$ cat src/rtl/isa_pkg.sv
// Shared ISA operation encodings used by the execute and memory stages.
package isa_pkg;

   localparam logic [7:0] OP_ADD = 8'h01;
   localparam logic [7:0] OP_SUB = 8'h02;
   localparam logic [7:0] OP_AND = 8'h03;
   localparam logic [7:0] OP_OR  = 8'h04;
   localparam logic [7:0] OP_LB  = 8'h10;
   localparam logic [7:0] OP_LH  = 8'h11;
   localparam logic [7:0] OP_LW  = 8'h12;
   localparam logic [7:0] OP_LBU = 8'h14;
   localparam logic [7:0] OP_LHU = 8'h15;
   localparam logic [7:0] OP_SB  = 8'h18;
   localparam logic [7:0] OP_SH  = 8'h19;
   localparam logic [7:0] OP_SW  = 8'h1A;

endpackage

$ cat src/rtl/lsu_pkg.sv
// Load/store unit types and helpers: FSM state, access size and op classification.
package lsu_pkg;
   import isa_pkg::*;

   localparam int BE_W = 4;

   typedef enum logic [1:0] {
      ST_IDLE = 2'd0,
      ST_REQ  = 2'd1,
      ST_WAIT = 2'd2,
      ST_RESP = 2'd3
   } lsu_state_e;

   typedef enum logic [1:0] {
      SZ_BYTE = 2'd0,
      SZ_HALF = 2'd1,
      SZ_WORD = 2'd2
   } lsu_size_e;

   function automatic logic is_load(input logic [7:0] op);
      return (op == OP_LB) || (op == OP_LH) || (op == OP_LW) ||
             (op == OP_LBU) || (op == OP_LHU);
   endfunction

   function automatic logic is_store(input logic [7:0] op);
      return (op == OP_SB) || (op == OP_SH) || (op == OP_SW);
   endfunction

   function automatic lsu_size_e access_size(input logic [7:0] op);
      if ((op == OP_LB) || (op == OP_LBU) || (op == OP_SB)) return SZ_BYTE;
      if ((op == OP_LH) || (op == OP_LHU) || (op == OP_SH)) return SZ_HALF;
      return SZ_WORD;
   endfunction

   function automatic logic is_misaligned(input logic [7:0] op, input logic [1:0] a);
      case (access_size(op))
         SZ_HALF: return a[0];
         SZ_WORD: return a != 2'b00;
         default: return 1'b0;
      endcase
   endfunction

endpackage

$ cat src/rtl/load_formatter.sv
// Selects the addressed byte/half of a returned word and sign- or zero-extends it.
module load_formatter
   import isa_pkg::*;
(
   input  logic [7:0]  op_i,
   input  logic [1:0]  addr_lo_i,
   input  logic [31:0] word_i,
   output logic [31:0] data_o
);

   logic [7:0]  byte_sel;
   logic [15:0] half_sel;

   always_comb begin
      byte_sel = word_i[8*addr_lo_i +: 8];
      half_sel = addr_lo_i[1] ? word_i[31:16] : word_i[15:0];
      case (op_i)
         OP_LB:   data_o = {{24{byte_sel[7]}}, byte_sel};
         OP_LBU:  data_o = {24'd0, byte_sel};
         OP_LH:   data_o = {{16{half_sel[15]}}, half_sel};
         OP_LHU:  data_o = {16'd0, half_sel};
         default: data_o = word_i;
      endcase
   end

endmodule

$ cat src/rtl/load_store_unit.sv
// Memory-stage load/store unit: req/gnt/rvalid data port, lane steering and load extension.
// Define LSU_MISALIGNED_TRAP_EN to answer misaligned accesses with a flagged response instead of a memory access.
module load_store_unit
   import isa_pkg::*;
   import lsu_pkg::*;
#(
   parameter int ADDR_W = 32
) (
   input  logic              clk,
   input  logic              rst_n,
   input  logic              req_valid,
   output logic              req_ready,
   input  logic [7:0]        req_op,
   input  logic [ADDR_W-1:0] req_addr,
   input  logic [31:0]       req_wdata,
   output logic              busy,
   output logic              resp_valid,
   output logic [31:0]       resp_rdata,
   output logic              resp_misaligned,
   output logic              mem_req,
   output logic              mem_we,
   output logic [ADDR_W-1:0] mem_addr,
   output logic [BE_W-1:0]   mem_be,
   output logic [31:0]       mem_wdata,
   input  logic              mem_gnt,
   input  logic              mem_rvalid,
   input  logic [31:0]       mem_rdata
);

   // state   | meaning
   // IDLE    | ready to accept a load/store
   // REQ     | mem_req asserted, waiting for mem_gnt
   // WAIT    | load granted, waiting for mem_rvalid
   // RESP    | one-cycle response to writeback

   lsu_state_e        state_q, state_d;
   logic [7:0]        op_q;
   logic [1:0]        addr_lo_q;
   logic [ADDR_W-1:0] addr_q;
   logic [BE_W-1:0]   be_q, be_d;
   logic [31:0]       wdata_q, wdata_d;
   logic              we_q;
   logic [31:0]       rdata_q;
   logic [31:0]       fmt_data;
   logic              accept;
   logic [1:0]        a;

   always_comb begin
      state_d = state_q;
      accept  = 1'b0;
      case (state_q)
         ST_IDLE: begin
            if (req_valid && (is_load(req_op) || is_store(req_op))) begin
               accept = 1'b1;
`ifdef LSU_MISALIGNED_TRAP_EN
               state_d = is_misaligned(req_op, req_addr[1:0]) ? ST_RESP : ST_REQ;
`else
               state_d = ST_REQ;
`endif
            end
         end
         ST_REQ:  if (mem_gnt) state_d = is_store(op_q) ? ST_RESP : ST_WAIT;
         ST_WAIT: if (mem_rvalid) state_d = ST_RESP;
         ST_RESP: state_d = ST_IDLE;
         default: state_d = ST_IDLE;
      endcase
   end

   // Loads drive a full-word read; the formatter picks the lane on return.
   always_comb begin
      a       = req_addr[1:0];
      be_d    = 4'b1111;
      wdata_d = '0;
      if (is_store(req_op)) begin
         wdata_d = req_wdata;
         case (access_size(req_op))
            SZ_BYTE: begin
               be_d    = 4'b0001 << a;
               wdata_d = {4{req_wdata[7:0]}};
            end
            SZ_HALF: begin
               be_d    = 4'b0011 << {a[1], 1'b0};
               wdata_d = {2{req_wdata[15:0]}};
            end
            default: be_d = 4'b1111;
         endcase
      end
   end

   load_formatter u_fmt (
      .op_i      (op_q),
      .addr_lo_i (addr_lo_q),
      .word_i    (mem_rdata),
      .data_o    (fmt_data)
   );

   always_ff @(posedge clk) begin
      if (!rst_n) begin
         state_q   <= ST_IDLE;
         op_q      <= '0;
         addr_lo_q <= '0;
         addr_q    <= '0;
         be_q      <= '0;
         wdata_q   <= '0;
         we_q      <= 1'b0;
         rdata_q   <= '0;
      end else begin
         state_q <= state_d;
         if (accept) begin
            op_q      <= req_op;
            addr_lo_q <= req_addr[1:0];
            addr_q    <= {req_addr[ADDR_W-1:2], 2'b00};
            be_q      <= be_d;
            wdata_q   <= wdata_d;
            we_q      <= is_store(req_op);
            rdata_q   <= '0;
         end
         if ((state_q == ST_WAIT) && mem_rvalid) rdata_q <= fmt_data;
      end
   end

`ifdef LSU_MISALIGNED_TRAP_EN
   logic misal_q;

   always_ff @(posedge clk) begin
      if (!rst_n)      misal_q <= 1'b0;
      else if (accept) misal_q <= is_misaligned(req_op, req_addr[1:0]);
   end

   assign resp_misaligned = misal_q;
`else
   assign resp_misaligned = 1'b0;
`endif

   assign req_ready  = (state_q == ST_IDLE);
   assign busy       = !req_ready;
   assign resp_valid = (state_q == ST_RESP);
   assign resp_rdata = rdata_q;
   assign mem_req    = (state_q == ST_REQ);
   assign mem_we     = we_q;
   assign mem_addr   = addr_q;
   assign mem_be     = be_q;
   assign mem_wdata  = wdata_q;

endmodule

$ cat config.mk
export PLATFORM = sky130hd
export DESIGN_NAME = load_store_unit
export DESIGN_NICKNAME = d
export VERILOG_FILES = /design/src/rtl/isa_pkg.sv /design/src/rtl/lsu_pkg.sv /design/src/rtl/load_formatter.sv /design/src/rtl/load_store_unit.sv
export SDC_FILE = /design/constraint.sdc
export NUM_CORES = 1
export LEC_CHECK = 0
export CAP_MARGIN = 20
export CORE_ASPECT_RATIO = 1.4
export CORE_UTILIZATION = 46
export CTS_CLUSTER_SIZE = 28
export DETAILED_ROUTE_END_ITERATION = 7
export GPL_ROUTABILITY_DRIVEN = 0
export GPL_TIMING_DRIVEN = 0
export PLACE_DENSITY = 0.86
export SYNTH_ARGS = -nofsm -noshare
export SYNTH_HDL_FRONTEND = slang
export SYNTH_SLANG_ARGS = --single-unit
export TNS_END_PERCENT = 20
$ cat constraint.sdc
create_clock -name clk -period 3.1 [get_ports clk]
set_input_delay 0.62 -clock clk [delete_from_list [all_inputs] [get_ports clk]]
set_output_delay 0.62 -clock clk [all_outputs]
set_load 0.05 [all_outputs]
==> results of run 1 <==
-- cell families after synthesis --
family / count (synthesis) / share of synthesized area [%]
DFF: 111 / 44.2
adders and majority gates: 4 / 0.995
AOI/OAI and AO/OA: 174 / 25.8
and+or+nand+nor: 216 / 21.1
muxes: 13 / 2.91
buffers and inverters: 59 / 4.97
other: 1 / 0.0745
-- power by group through the flow --
stage | registers, W | logic (W) | clock network [W]
floorplan | 0.00153 | 0.000228 | 0
global placement | 0.00149 | 0.000516 | 0
detailed placement | 0.00149 | 0.000528 | 0
CTS | 0.00146 | 0.000532 | 0.00119
global route | 0.00146 | 0.000566 | 0.00125
finish | 0.00146 | 0.000537 | 0.00118
-- synthesized netlist by cell type, types with 6 or more instances --
library cell	count	area, sq um
a221o_1	17	170
a21oi_1	9	45.0
a21boi_0	44	330
o21ai_0	44	220
nor2b_1	11	68.8
a211o_1	16	140
dfxtp_1	111	2220
nor4_1	7	43.8
a32o_1	7	70.1
clkbuf_1	33	124
a32oi_1	8	70.1
and3b_1	8	70.1
nand2_1	93	349
and3_1	6	37.5
nor2_1	30	113
nand2b_1	10	62.6
inv_1	7	26.3
mux2i_1	9	90.1
o2bb2ai_1	7	61.3
nand4_1	8	50.1
buf_2	14	70.1
nand3_1	34	170
-- layer usage --
metal	GRT usage, %	vias to the layer above
met1	32.5	2503
met5	0	-
li1	-	2528
met2	51.6	274
met4	14.8	0
met3	4.65	47
-- worst max-delay path by stage --
stage,start,end,depth (start not counted),slack (ps)
after CTS,state_q[0],busy,5,300
after detailed placement,req_op[3],resp_rdata[17],7,120
after floorplan,state_q[0],resp_rdata[16],8,750
after global placement,req_op[3],resp_rdata[30],7,140
after global routing,state_q[0],busy,5,210
final,state_q[0],busy,5,300
-- state kept, by name (all words and copies together), names as in the netlist --
signal and count:
mem_addr 30, op_q 8, mem_be 4, mem_we 1, mem_wdata 32, resp_rdata 32
addr_lo_q 2, state_q 2
-- worst max-delay path, stage by stage, from the launching register on --
cell,delay [ps]
dfxtp_1,410
inv_1,100
ha_1,230
clkbuf_1,200
inv_1,90
clkdlybuf4s50_1,820
-- stage by stage --
step           utilization, %  hold slack, ps
4_1_cts                  72.5             466
6_report                 72.5             463
5_1_grt                  72.5             488
2_1_floorplan               -             446
3_5_place_dp             69.6             455
3_3_place_gp             69.6             446
-- area by class of cell --
| type | count | area, sq um |
|---|---|---|
| buffer | 52 | 224 |
| inverter | 7 | 26.3 |
| fill | 799 | 2890 |
| multi-input combinational | 410 | 2570 |
| clock buffer | 11 | 243 |
| timing repair buffer | 210 | 2100 |
| sequential | 111 | 2220 |
| clock inverter | 5 | 65.1 |
| tap | 138 | 173 |
==> summary.txt, run 1 <==
Via density: 5.67
Final instance area: 7620 sq um
Post-CTS Setup Bufs: 0
Worst r2r src: state_q[0]
Wire length per cell: 17.4 um
Type of destination of the critical path: output pin
CTS tree: yes
CTS clk-pin slew, worst paths: 70 ps
Post-synth EDFFs: 0
Nets: 914
Post-CTS Resized: 0
Total routed wirelength: 16500 um
Tightest Pin Transition: 674 ps
Worst setup SP type: flip-flop
Syn Inst Count: 578
Rows: 44
Layout Cells excl Fill: 944
Status: finished clean
Port bufs: 210
CP Max Fanout: 7
Total clock buffers created by CTS: 9
CTS root buf: clkbuf_16
Placed Cells: 928
Worst reg2reg path endpoint: resp_rdata[16]
Initial Utilization: 47.9%
Remaining global-route overflow: 0
Avg Cell Area, Syn: 8.71 sq um
Total track usage: 28.7%
Worst hold path stage count: 2
Chip Width: 90.4 um
Synth Cell Area: 5030 sq um
Reg2Reg Depth: 8
# IOs: 215
Remaining antenna violation count: 0
Psw: 0.000833 W
Final setup TNS: 0 ps
Final hold vios: 0
Synth cell types: 55
Startpoint of the lowest-slack hold path: mem_addr[17]
Number of global-route vias before repair: 5310
Starting DRT DRC Count: 374
Layout cells sized above 1: 5.58%
Number of max-cap violations: 0
Place WS: 120 ps
Slew margin rel.: 54.8%
First-pass GRT wire length: 26400 um
Power Density: 417 nW/um^2
DIE HEIGHT: 126 um
N_diodes: 0
Max-slew violations: 0
CTS sink cnt: 111
Total Power: 0.00318 W
Sequential area share after synthesis: 44.2%
Worst Hold Endpoint: mem_addr[17]
Switching share of total power: 26.2%
R2R setup slack: 610 ps
Final setup violation count: 0
Clock Skew: 9.32 ps
H-Tree Depth: 3
Crit Path Class: flip-flop to output pin
Crit share post-route: 90.4%
Period minus WS final: 2800 ps
Clock power frac: 37.2%
RSZ-0062 raised after global routing: no
Worst hold path type: flip-flop to flip-flop
Post-route setup slack: 296 ps
Largest net degree at the start of global routing: 19
Top routing layer in use: met4
TritonRoute pass-1 iters: 5
Critical Path RT: 2480 ps
M1 WL: 6310 um
Commonest non-fill, non-tap cell in the layout: clkdlybuf4s50_1
Die area: 11400 sq um
Most frequent cells in the layout: clkdlybuf4s50_1, dfxtp_1, nand2_1, o21ai_0, a21boi_0
Drc violations: 0
Seq pwr share: 45.9%
Initial antenna violation count: 0
#FFs+latches synth: 111
Post-DP HPWL: 12800 um
Met2 WL: 8500 um
Crit path DAT: 2180 ps
FMAX: 357 MHz
Combinational share of power: 16.9%
CORE AREA: 10500 sq um
Internal power: 0.00234 W
Top_reg_cell synth: dfxtp_1
CTS max path bufs: 2
Peak supply drop: 0.352 mV
Hold buffers post-CTS: 0
Fraction of registers with async set/reset: 0%
DR vias: 5352
Area growth from synthesis to layout: 51.5%
Worst-Skew Late Latency: 340 ps
Met3 routed WL: 1050 um
Area after DPL: 7310 sq um
LEAKAGE: 2.63 nW
Yosys Warn Count: 0
No activity file was read; power rests on OpenSTA's default activity.
==> inputs of run 2 (changes only) <==
--- a/config.mk
+++ b/config.mk
@@ -13,6 +13,7 @@
 export GPL_ROUTABILITY_DRIVEN = 0
 export GPL_TIMING_DRIVEN = 0
 export PLACE_DENSITY = 0.86
+export SETUP_SLACK_MARGIN = 0.5
 export SYNTH_ARGS = -nofsm -noshare
 export SYNTH_HDL_FRONTEND = slang
 export SYNTH_SLANG_ARGS = --single-unit
==> summary.txt, run 2 (synthesis gave the netlist of run 1 again) <==
Critical path, cell by cell: inv_1, ha_1, clkbuf_1, inv_1, dlygate4sd2_1
Rows: 44 (unchanged)
Most frequent cells in the layout: clkdlybuf4s50_1, dfxtp_1, nand2_1, o21ai_0, a21boi_0
Remaining global-route overflow: 0 (unchanged)
Fin util: 72.9% (+0.42 points)
Combinational share of power: 17.0% (about the same)
TritonRoute pass-1 iters: 5 (unchanged)
CP Max Fanout: 7 (unchanged)
Number of global-route vias before repair: 5331 (+0.40%)
Chip Width: 90.4 um (unchanged)
Worst setup SP type: flip-flop
Remaining antenna violation count: 0 (unchanged)
Total track usage: 28.8% (+0.090 points)
Final setup TNS: 0 ps (unchanged)
Largest net degree at the start of global routing: 19 (unchanged)
R2R setup slack: 760 ps (+150 ps)
Status: finished clean
Initial antenna violation count: 0 (unchanged)
Period minus WS final: 2560 ps (-246 ps)
H-Tree Depth: 3 (unchanged)
Final hold vios: 0 (unchanged)
Worst hold path type: flip-flop to flip-flop
DIE HEIGHT: 126 um (unchanged)
Max-slew violations: 0 (unchanged)
Slew margin rel.: 56.0% (+1.2 points)
Type of destination of the critical path: output pin
LEAKAGE: 2.66 nW (+1.0%)
Commonest non-fill, non-tap cell in the layout: clkdlybuf4s50_1
Startpoint of the lowest-slack hold path: mem_addr[17]
Crit share post-route: 82.5% (-7.9 points)
Largest stage delay on the critical path: 540 ps (-280 ps)
Final setup violation count: 0 (unchanged)
Switching share of total power: 26.3% (+0.11 points)
CORE AREA: 10500 sq um (unchanged)
Clock power frac: 37.2% (about the same)
Wire length per cell: 17.5 um (about the same)
Worst Hold Endpoint: mem_addr[17]
CTS max path bufs: 2 (unchanged)
Starting DRT DRC Count: 467 (+25%)
Post-route setup slack: 543 ps (+246 ps)
Worst hold path stage count: 2 (unchanged)
Total clock buffers created by CTS: 9 (unchanged)
Peak supply drop: 0.353 mV (+0.28%)
Power Density: 415 nW/um^2 (-0.45%)
CTS sink cnt: 111 (unchanged)
N_diodes: 0 (unchanged)
Hold Slack: 463 ps (-0.00300 ps)
Tightest Pin Transition: 657 ps (-17.3 ps)
Post-DP HPWL: 12800 um (unchanged)
Worst-Skew Late Latency: 340 ps (about the same)
Slowest CP cell: dlygate4sd2_1
Clock Skew: 8.36 ps (-0.963 ps)
DR vias: 5386 (+0.64%)
RSZ-0062 raised after global routing: yes
Initial Utilization: 47.9% (unchanged)
Total routed wirelength: 16500 um (+0.51%)
# IOs: 215 (unchanged)
FMAX: 391 MHz (+9.6%)
Area growth from synthesis to layout: 52.3%
Number of max-cap violations: 0 (unchanged)
Nets: 918 (+0.44%)
Crit path DAT: 1940 ps (-240 ps)
Via density: 5.68 (+0.21%)
Critical Path RT: 2480 ps (about the same)
First-pass GRT wire length: 26400 um (+0.26%)
Port bufs: 210 (unchanged)
Psw: 0.000838 W (+0.53%)
Crit path top cell by count: inv_1
CTS clk-pin slew, worst paths: 70 ps (about the same)
CTS tree: yes
Seq pwr share: 45.9% (about the same)
Place WS: 120 ps (unchanged)
Die area: 11400 sq um (unchanged)
Drc violations: 0 (unchanged)
Total Power: 0.00318 W (+0.13%)
Reg2Reg Depth: 8 (unchanged)
Worst reg2reg path endpoint: mem_wdata[26]
Internal power: 0.00234 W (about the same)
CTS root buf: clkbuf_16
Worst r2r src: state_q[0]
Crit Path Class: flip-flop to output pin
Layout cells sized above 1: 6.30% (+0.71 points)
run 2: changes by cell type in the layout (fill, tap and decap cells not counted), sizes merged:
cell,delta
buf,+4
clkdlybuf4s50,-1
dlygate4sd2,+1
run 2: timing repair:
item | 4_1_cts | 5_1_grt
pin swaps | 0 | 2
setup buffers | 0 | 4
hold buffers | 0 | 0
setup endpoints to repair | 15 | 23
gates resized for setup | 2 | 3
run 2: per-stage QoR:
| stage | instances | area (sq um) |
|---|---|---|
| after floorplan | 580 | 5040 |
| after global placement | 928 | 7310 |
| after detailed placement | 928 | 7310 |
| after CTS | 944 | 7630 |
| after global routing | 948 | 7670 |
| final | 948 | 7670 |
run 2: final cells by class:
type                       instances  area [sq um]
multi-input combinational        410          2580
tap                              138           173
sequential                       111          2220
clock inverter                     5          65.1
inverter                           7          26.3
clock buffer                      11           243
buffer                            52           225
timing repair buffer             214          2130
fill                             792          2850
run 2: how the worst max path moves through the flow:
stage	cells past startpoint	from	slack, ps	end
6_report	5	state_q[0]	540	busy
5_1_grt	5	state_q[0]	450	busy
4_1_cts	5	state_q[0]	550	busy
3_5_place_dp	7	req_op[3]	120	resp_rdata[17]
3_3_place_gp	7	req_op[3]	140	resp_rdata[30]
2_1_floorplan	8	state_q[0]	750	resp_rdata[16]
run 2: layer usage:
metal  global-route usage, %  share of wire, %
met1                    32.8                38
met2                    51.5                51
met3                    4.53               6.9
met4                    15.3               4.0
met5                       0                 0
run 2: critical path, delay by kind of cell (launching register included):
kind / cells / cell delay [ps]
fa+ha+maj: 1 / 230
flops: 1 / 410
buf+inv: 4 / 960
run 2: power by group through the flow:
stage / clock network, W / registers (W) / logic, W
after floorplan: 0 / 0.00153 / 0.000228
after global placement: 0 / 0.00149 / 0.000516
after detailed placement: 0 / 0.00149 / 0.000528
after CTS: 0.00119 / 0.00146 / 0.000531
after global routing: 0.00125 / 0.00146 / 0.000570
final: 0.00118 / 0.00146 / 0.000540
